<file path="src/rtl/csc_pkg.sv">
// rtl/csc_pkg.sv - shared types and constants for the colour space conversion datapath
package csc_pkg;

    localparam int DATA_WIDTH = 8;
    localparam int PIX_W      = 3 * DATA_WIDTH + 1;

    typedef enum logic [1:0] {
        RGB = 2'b00,
        YUV = 2'b01,
        CMY = 2'b10,
        HSV = 2'b11
    } csc_space_e;

    // Field order fixes the FIFO word layout: {sof, comp1, comp2, comp3}
    typedef struct packed {
        logic                  sof;
        logic [DATA_WIDTH-1:0] c1;
        logic [DATA_WIDTH-1:0] c2;
        logic [DATA_WIDTH-1:0] c3;
    } pixel_t;

    typedef enum logic [1:0] {
        IDLE = 2'b00,
        C1   = 2'b01,
        C2   = 2'b10,
        C3   = 2'b11
    } ser_state_e;

endpackage

</file>
<file path="src/rtl/csc_sync_fifo.sv">
// rtl/csc_sync_fifo.sv - single-clock FIFO with occupancy count, push-on-full allowed with a same-cycle pop
module csc_sync_fifo #(
    parameter int WIDTH = 25,
    parameter int DEPTH = 8
) (
    input  logic                           clk,
    input  logic                           reset,
    input  logic                           push,
    input  logic [WIDTH-1:0]               din,
    input  logic                           pop,
    output logic [WIDTH-1:0]               dout,
    output logic                           full,
    output logic                           empty,
    output logic [$clog2(DEPTH+1)-1:0]     count
);

    localparam int AW = $clog2(DEPTH);
    localparam int CW = $clog2(DEPTH + 1);

    logic [WIDTH-1:0] mem [DEPTH];
    logic [AW-1:0]    wr_ptr;
    logic [AW-1:0]    rd_ptr;
    logic             push_ok;
    logic             pop_ok;

    assign full    = (count == CW'(DEPTH));
    assign empty   = (count == '0);
    assign push_ok = push && (!full || pop);
    assign pop_ok  = pop && !empty;
    assign dout    = mem[rd_ptr];

    // Storage is left unreset; only pointers and count define validity
    always_ff @(posedge clk) begin
        if (push_ok) begin
            mem[wr_ptr] <= din;
        end
    end

    always_ff @(posedge clk or posedge reset) begin
        if (reset) begin
            wr_ptr <= '0;
            rd_ptr <= '0;
            count  <= '0;
        end else begin
            if (push_ok) begin
                wr_ptr <= wr_ptr + AW'(1);
            end
            if (pop_ok) begin
                rd_ptr <= rd_ptr + AW'(1);
            end
            case ({push_ok, pop_ok})
                2'b10:   count <= count + CW'(1);
                2'b01:   count <= count - CW'(1);
                default: count <= count;
            endcase
        end
    end

endmodule

</file>
<file path="src/rtl/csc_pixel_serializer.sv">
// rtl/csc_pixel_serializer.sv - aligns converter output with its qualifiers, buffers pixels and emits them as 3-byte bursts
module csc_pixel_serializer #(
    parameter int CSC_LATENCY  = 1,
    parameter int FIFO_DEPTH   = 8,
    parameter int AFULL_MARGIN = 2
) (
    input  logic       clk,
    input  logic       reset,
    input  logic       pix_valid_in,
    input  logic       pix_sof_in,
    input  logic [7:0] data_in1,
    input  logic [7:0] data_in2,
    input  logic [7:0] data_in3,
    output logic       fifo_afull,
    output logic       overflow,
    input  logic       ovf_clear,
    output logic [7:0] m_data,
    output logic       m_valid,
    input  logic       m_ready,
    output logic       m_sof,
    output logic       m_last
);

    import csc_pkg::*;

    localparam int CW = $clog2(FIFO_DEPTH + 1);

    logic [CSC_LATENCY-1:0] valid_pipe;
    logic [CSC_LATENCY-1:0] sof_pipe;
    logic                   wr_en;
    logic                   sof_d;
    pixel_t                 wr_pix;
    pixel_t                 rd_pix;
    logic [PIX_W-1:0]       fifo_dout;
    logic                   fifo_full;
    logic                   fifo_empty;
    logic [CW-1:0]          fifo_count;
    logic [CW-1:0]          count_nxt;
    logic                   accept;
    logic                   drop;
    logic                   pop;
    ser_state_e             state_q;
    ser_state_e             state_d;
    logic [3*DATA_WIDTH-1:0] hold_q;
    logic                   hold_sof_q;

    always_ff @(posedge clk or posedge reset) begin
        if (reset) begin
            valid_pipe <= '0;
            sof_pipe   <= '0;
        end else begin
            valid_pipe[0] <= pix_valid_in;
            sof_pipe[0]   <= pix_valid_in && pix_sof_in;
            for (int i = 1; i < CSC_LATENCY; i++) begin
                valid_pipe[i] <= valid_pipe[i-1];
                sof_pipe[i]   <= sof_pipe[i-1];
            end
        end
    end

    assign wr_en  = valid_pipe[CSC_LATENCY-1];
    assign sof_d  = sof_pipe[CSC_LATENCY-1];
    assign wr_pix = {sof_d, data_in1, data_in2, data_in3};
    assign rd_pix = fifo_dout;

    // A full FIFO still takes the pixel when the serializer frees a slot this cycle
    assign accept    = wr_en && (!fifo_full || pop);
    assign drop      = wr_en && !accept;
    assign count_nxt = fifo_count + CW'(accept) - CW'(pop);

    csc_sync_fifo #(
        .WIDTH (PIX_W),
        .DEPTH (FIFO_DEPTH)
    ) u_fifo (
        .clk   (clk),
        .reset (reset),
        .push  (wr_en),
        .din   (wr_pix),
        .pop   (pop),
        .dout  (fifo_dout),
        .full  (fifo_full),
        .empty (fifo_empty),
        .count (fifo_count)
    );

    always_ff @(posedge clk or posedge reset) begin
        if (reset) begin
            fifo_afull <= 1'b0;
            overflow   <= 1'b0;
        end else begin
            fifo_afull <= (count_nxt >= CW'(FIFO_DEPTH - AFULL_MARGIN));
            if (drop) begin
                overflow <= 1'b1;
            end else if (ovf_clear) begin
                overflow <= 1'b0;
            end
        end
    end

    always_ff @(posedge clk or posedge reset) begin
        if (reset) begin
            state_q    <= IDLE;
            hold_q     <= '0;
            hold_sof_q <= 1'b0;
        end else begin
            state_q <= state_d;
            if (pop) begin
                hold_q     <= {rd_pix.c1, rd_pix.c2, rd_pix.c3};
                hold_sof_q <= rd_pix.sof;
            end
        end
    end

    always_comb begin
        state_d = state_q;
        pop     = 1'b0;
        m_valid = 1'b0;
        m_data  = '0;
        m_sof   = 1'b0;
        m_last  = 1'b0;
        case (state_q)
            IDLE: begin
                if (!fifo_empty) begin
                    pop     = 1'b1;
                    state_d = C1;
                end
            end
            C1: begin
                m_valid = 1'b1;
                m_data  = hold_q[23:16];
                m_sof   = hold_sof_q;
                if (m_ready) begin
                    state_d = C2;
                end
            end
            C2: begin
                m_valid = 1'b1;
                m_data  = hold_q[15:8];
                if (m_ready) begin
                    state_d = C3;
                end
            end
            C3: begin
                m_valid = 1'b1;
                m_data  = hold_q[7:0];
                m_last  = 1'b1;
                // Reload straight from C3 so consecutive pixels leave no gap
                if (m_ready) begin
                    if (!fifo_empty) begin
                        pop     = 1'b1;
                        state_d = C1;
                    end else begin
                        state_d = IDLE;
                    end
                end
            end
            default: state_d = IDLE;
        endcase
    end

endmodule

</file>
<file path="config.mk">
export PLATFORM = sky130hd
export DESIGN_NAME = csc_pixel_serializer
export DESIGN_NICKNAME = d
export VERILOG_FILES = /design/src/rtl/csc_pkg.sv /design/src/rtl/csc_sync_fifo.sv /design/src/rtl/csc_pixel_serializer.sv
export SDC_FILE = /design/constraint.sdc
export NUM_CORES = 1
export LEC_CHECK = 0
export CAP_MARGIN = 10
export CORE_MARGIN = 4
export CORE_UTILIZATION = 54
export DETAILED_ROUTE_END_ITERATION = 8
export GPL_ROUTABILITY_DRIVEN = 0
export PLACE_DENSITY = 0.81
export SETUP_SLACK_MARGIN = 0.15
export SLEW_MARGIN = 5
export SYNTH_ARGS = -nofsm -noshare
export SYNTH_HDL_FRONTEND = slang
export SYNTH_SLANG_ARGS = --single-unit
</file>
<file path="constraint.sdc">
create_clock -name clk -period 4 [get_ports clk]
set_clock_uncertainty 0.1 [all_clocks]
set_input_delay 0.4 -clock clk [delete_from_list [all_inputs] [get_ports clk]]
set_output_delay 0.4 -clock clk [all_outputs]
set_load 0.01 [all_outputs]
</file>
==> reports/metrics.cfg <==
[global_routing]
met1_usage_pct = 27.3
busiest_layer = met2
grt_pass1_wl_mm = 30.0
grt_overflow = 0
antenna_found_initial = 0
met2_usage_pct = 33.4
met3_usage_pct = 3.02
grt_pass1_vias = 5170
grt_usage_pct = 19.6
grt_max_degree = 55

[clock_network]
cts_buffers = 24
clockBufferDepth = 3
clk_pin_slew_ns = 0.06
cts_tree = done
clock_latency_ns = 0.50
cts_root_buffer = clkbuf_16
cts_resized = 0
ctsHoldBuffers = 0
cts.sinks = 241
htreeDepth = 1
post-cts-setup-buffers = 0

[setup_path]
r2r_slack_ns = 0.98
required_ns = 4.29
critPathKind = flip-flop to flip-flop
cp_max_fo = 12
endpoint = u_fifo.count[3]
reg2reg_from = state_q[0]
critPathLaunchType = flip-flop
reg2reg_to = u_fifo.count[3]
cp.arrival_ns = 3.32
end_kind = flip-flop
critPathLaunch = state_q[0]
r2r_cells = 9

[detailed_routing]
routed_wl_mm = 19.0
ant_nets = 0
drtIter0Drc = 434
drc_errors = 0
vias = 4900
first_pass_iters = 5
wl_per_cell_um = 23.6
vias_per_cell = 6.08

[synth]
ys_ff_latch = 241
synth-edff-count = 200
netlist_top_cells_area = edfxtp_1 63%, mux4_2 12%, dfrtp_1 11%
netlist_instances = 502
yosys.area.top_type = edfxtp_1
synth_top_area_share_pct = 62.8
synth.distinct_cells = 39
syn_area_um2 = 9560
synth_warnings = 0
async_reset_ff_share_pct = 17.0
yosys-top-cells-count = 200 x edfxtp_1, 50 x mux4_2, 41 x dfrtp_1, 41 x nor2_1, 27 x a21oi_1
ys_seq_area_share_pct = 73.6
synthFlopType = edfxtp_1
synthMostInstantiatedCell = edfxtp_1
syn_area_per_cell_um2 = 19.0
synth_nets = 550

[place]
dp_hpwl_mm = 11.3
io_buffer_count = 42

[sta]
max_slew_margin_pct = 29.9
drv_slew = 0
rsz0062_at_grt = no
max_freq_mhz = 331
period_share_pct = 75.6
setup_viol = 0
setup_tns_ns = 0
tightest_slew_ns = 1.05
whs_ns = 0.268
layout_min_cycle_time_ns = 3.02
hold_viol = 0

[floorplanning]
initial_utilization_pct = 55.3
die_area_um2 = 19900
ios = 43
placeableCoreArea_um2 = 17300
rows = 48
die_height_um = 141
die_x_um = 141

[layout]
fin_nets = 613
n_antenna_cell = 0
area_delta_synth_final_pct = 16.5
drive_above_1_share_pct = 21.5

[run]
drv_cap = 0

[power]
max-vdd-ir-drop_mv = 0.527
powerDensity_nw_per_um2 = 795
p_leak_nw = 3.86

[run_status]
status = complete, no violations

[worst_hold_path]
hold_class = input pin to flip-flop

[critical path: stages, from the launching register on]
cell	delay [ns]
dfrtp_1	0.44
ha_1	0.39
a21o_1	0.27
a22oi_2	0.31
ha_1	0.32
ha_1	0.26
a21o_2	0.24
a2111oi_0	0.36
nand3b_1	0.16
nand3_1	0.06
[registers in the layout, summed over array words and instances, names as in the netlist, 2 cells and up]
signal,count
hold_q,24
state_q,2
u_fifo.count,4
u_fifo.mem,200
u_fifo.rd_ptr,3
u_fifo.wr_ptr,3
[layout by cell type, fill, tap and decap left out, drive strengths merged, types with 3 or more instances in the layout]
cell,netlist,routed
clkinvlp,0,3
a21o,4,4
a21oi,27,27
buf,20,21
dfrtp,41,41
clkdlybuf4s50,0,42
mux4,50,50
xor2,3,3
o21ai,3,3
bufinv,0,4
ha,16,16
mux2i,26,26
nand2,10,10
xnor2,4,4
nor3b,4,4
edfxtp,200,200
nand2b,4,4
clkinv,0,8
clkbuf,6,27
nor2,41,41
inv,14,14
a222oi,8,8
nor3,4,4
[layer usage]
metal / share of wire [%] / wire length, um
met4: 1.9 / 367
met1: 39 / 7470
met3: 7.1 / 1340
met2: 52 / 9820
met5: 0 / 0
[how the worst min path moves through the flow]
stage               cells past startpoint              from  slack [ns]                to
global placement                        1  u_fifo.wr_ptr[2]        0.38  u_fifo.wr_ptr[2]
finish                                  1      pix_valid_in        0.27        valid_pipe
CTS                                     1      pix_valid_in        0.26        valid_pipe
floorplan                               0      pix_valid_in        0.33        valid_pipe
global route                            1      pix_valid_in        0.26        valid_pipe
detailed placement                      1  u_fifo.wr_ptr[2]        0.40  u_fifo.wr_ptr[2]
[stage by stage]
| stage | std cells | cell area, um2 | setup slack (ns) | power [W] | utilization, % |
|---|---|---|---|---|---|
| after detailed placement | 764 | 10300 | 1.00 | 0.00658 | 59.7 |
| after global routing | 806 | 11100 | 0.857 | 0.00928 | 64.4 |
| after global placement | 764 | 10300 | 1.17 | 0.00644 | 59.7 |
| after floorplan | 502 | 9560 | 0.335 | 0.00561 | - |
| final | 806 | 11100 | 0.976 | 0.00885 | 64.4 |
| after CTS | 806 | 11100 | 1.01 | 0.00891 | 64.4 |
[layout make-up]
type	instances	area, um2
sequential	241	7040
clock buffer	27	633
multi-input combinational	221	2370
inverter	14	52.6
clock inverter	15	178
timing repair buffer	63	578
tap	225	282
fill	1111	6160
[power by group]
part	total [W]	switching (W)	internal [W]
registers	0.00382	0.000520	0.00330
logic	0.00275	0.00140	0.00135
clock network	0.00228	0.000892	0.00139
total	0.00885	0.00281	0.00604
[kinds of logic (layout without fill, tap and decap cells)]
kind of cell	Yosys count	in the layout	synth area share [%]
compound gates	49	49	3.38
xor+xnor	7	7	0.641
fa+ha+maj	18	18	2.51
buf+inv	40	119	1.94
flops	241	241	73.6
mux	77	77	14.6
simple gates	70	70	3.35
No activity file was read; power rests on OpenSTA's default activity.
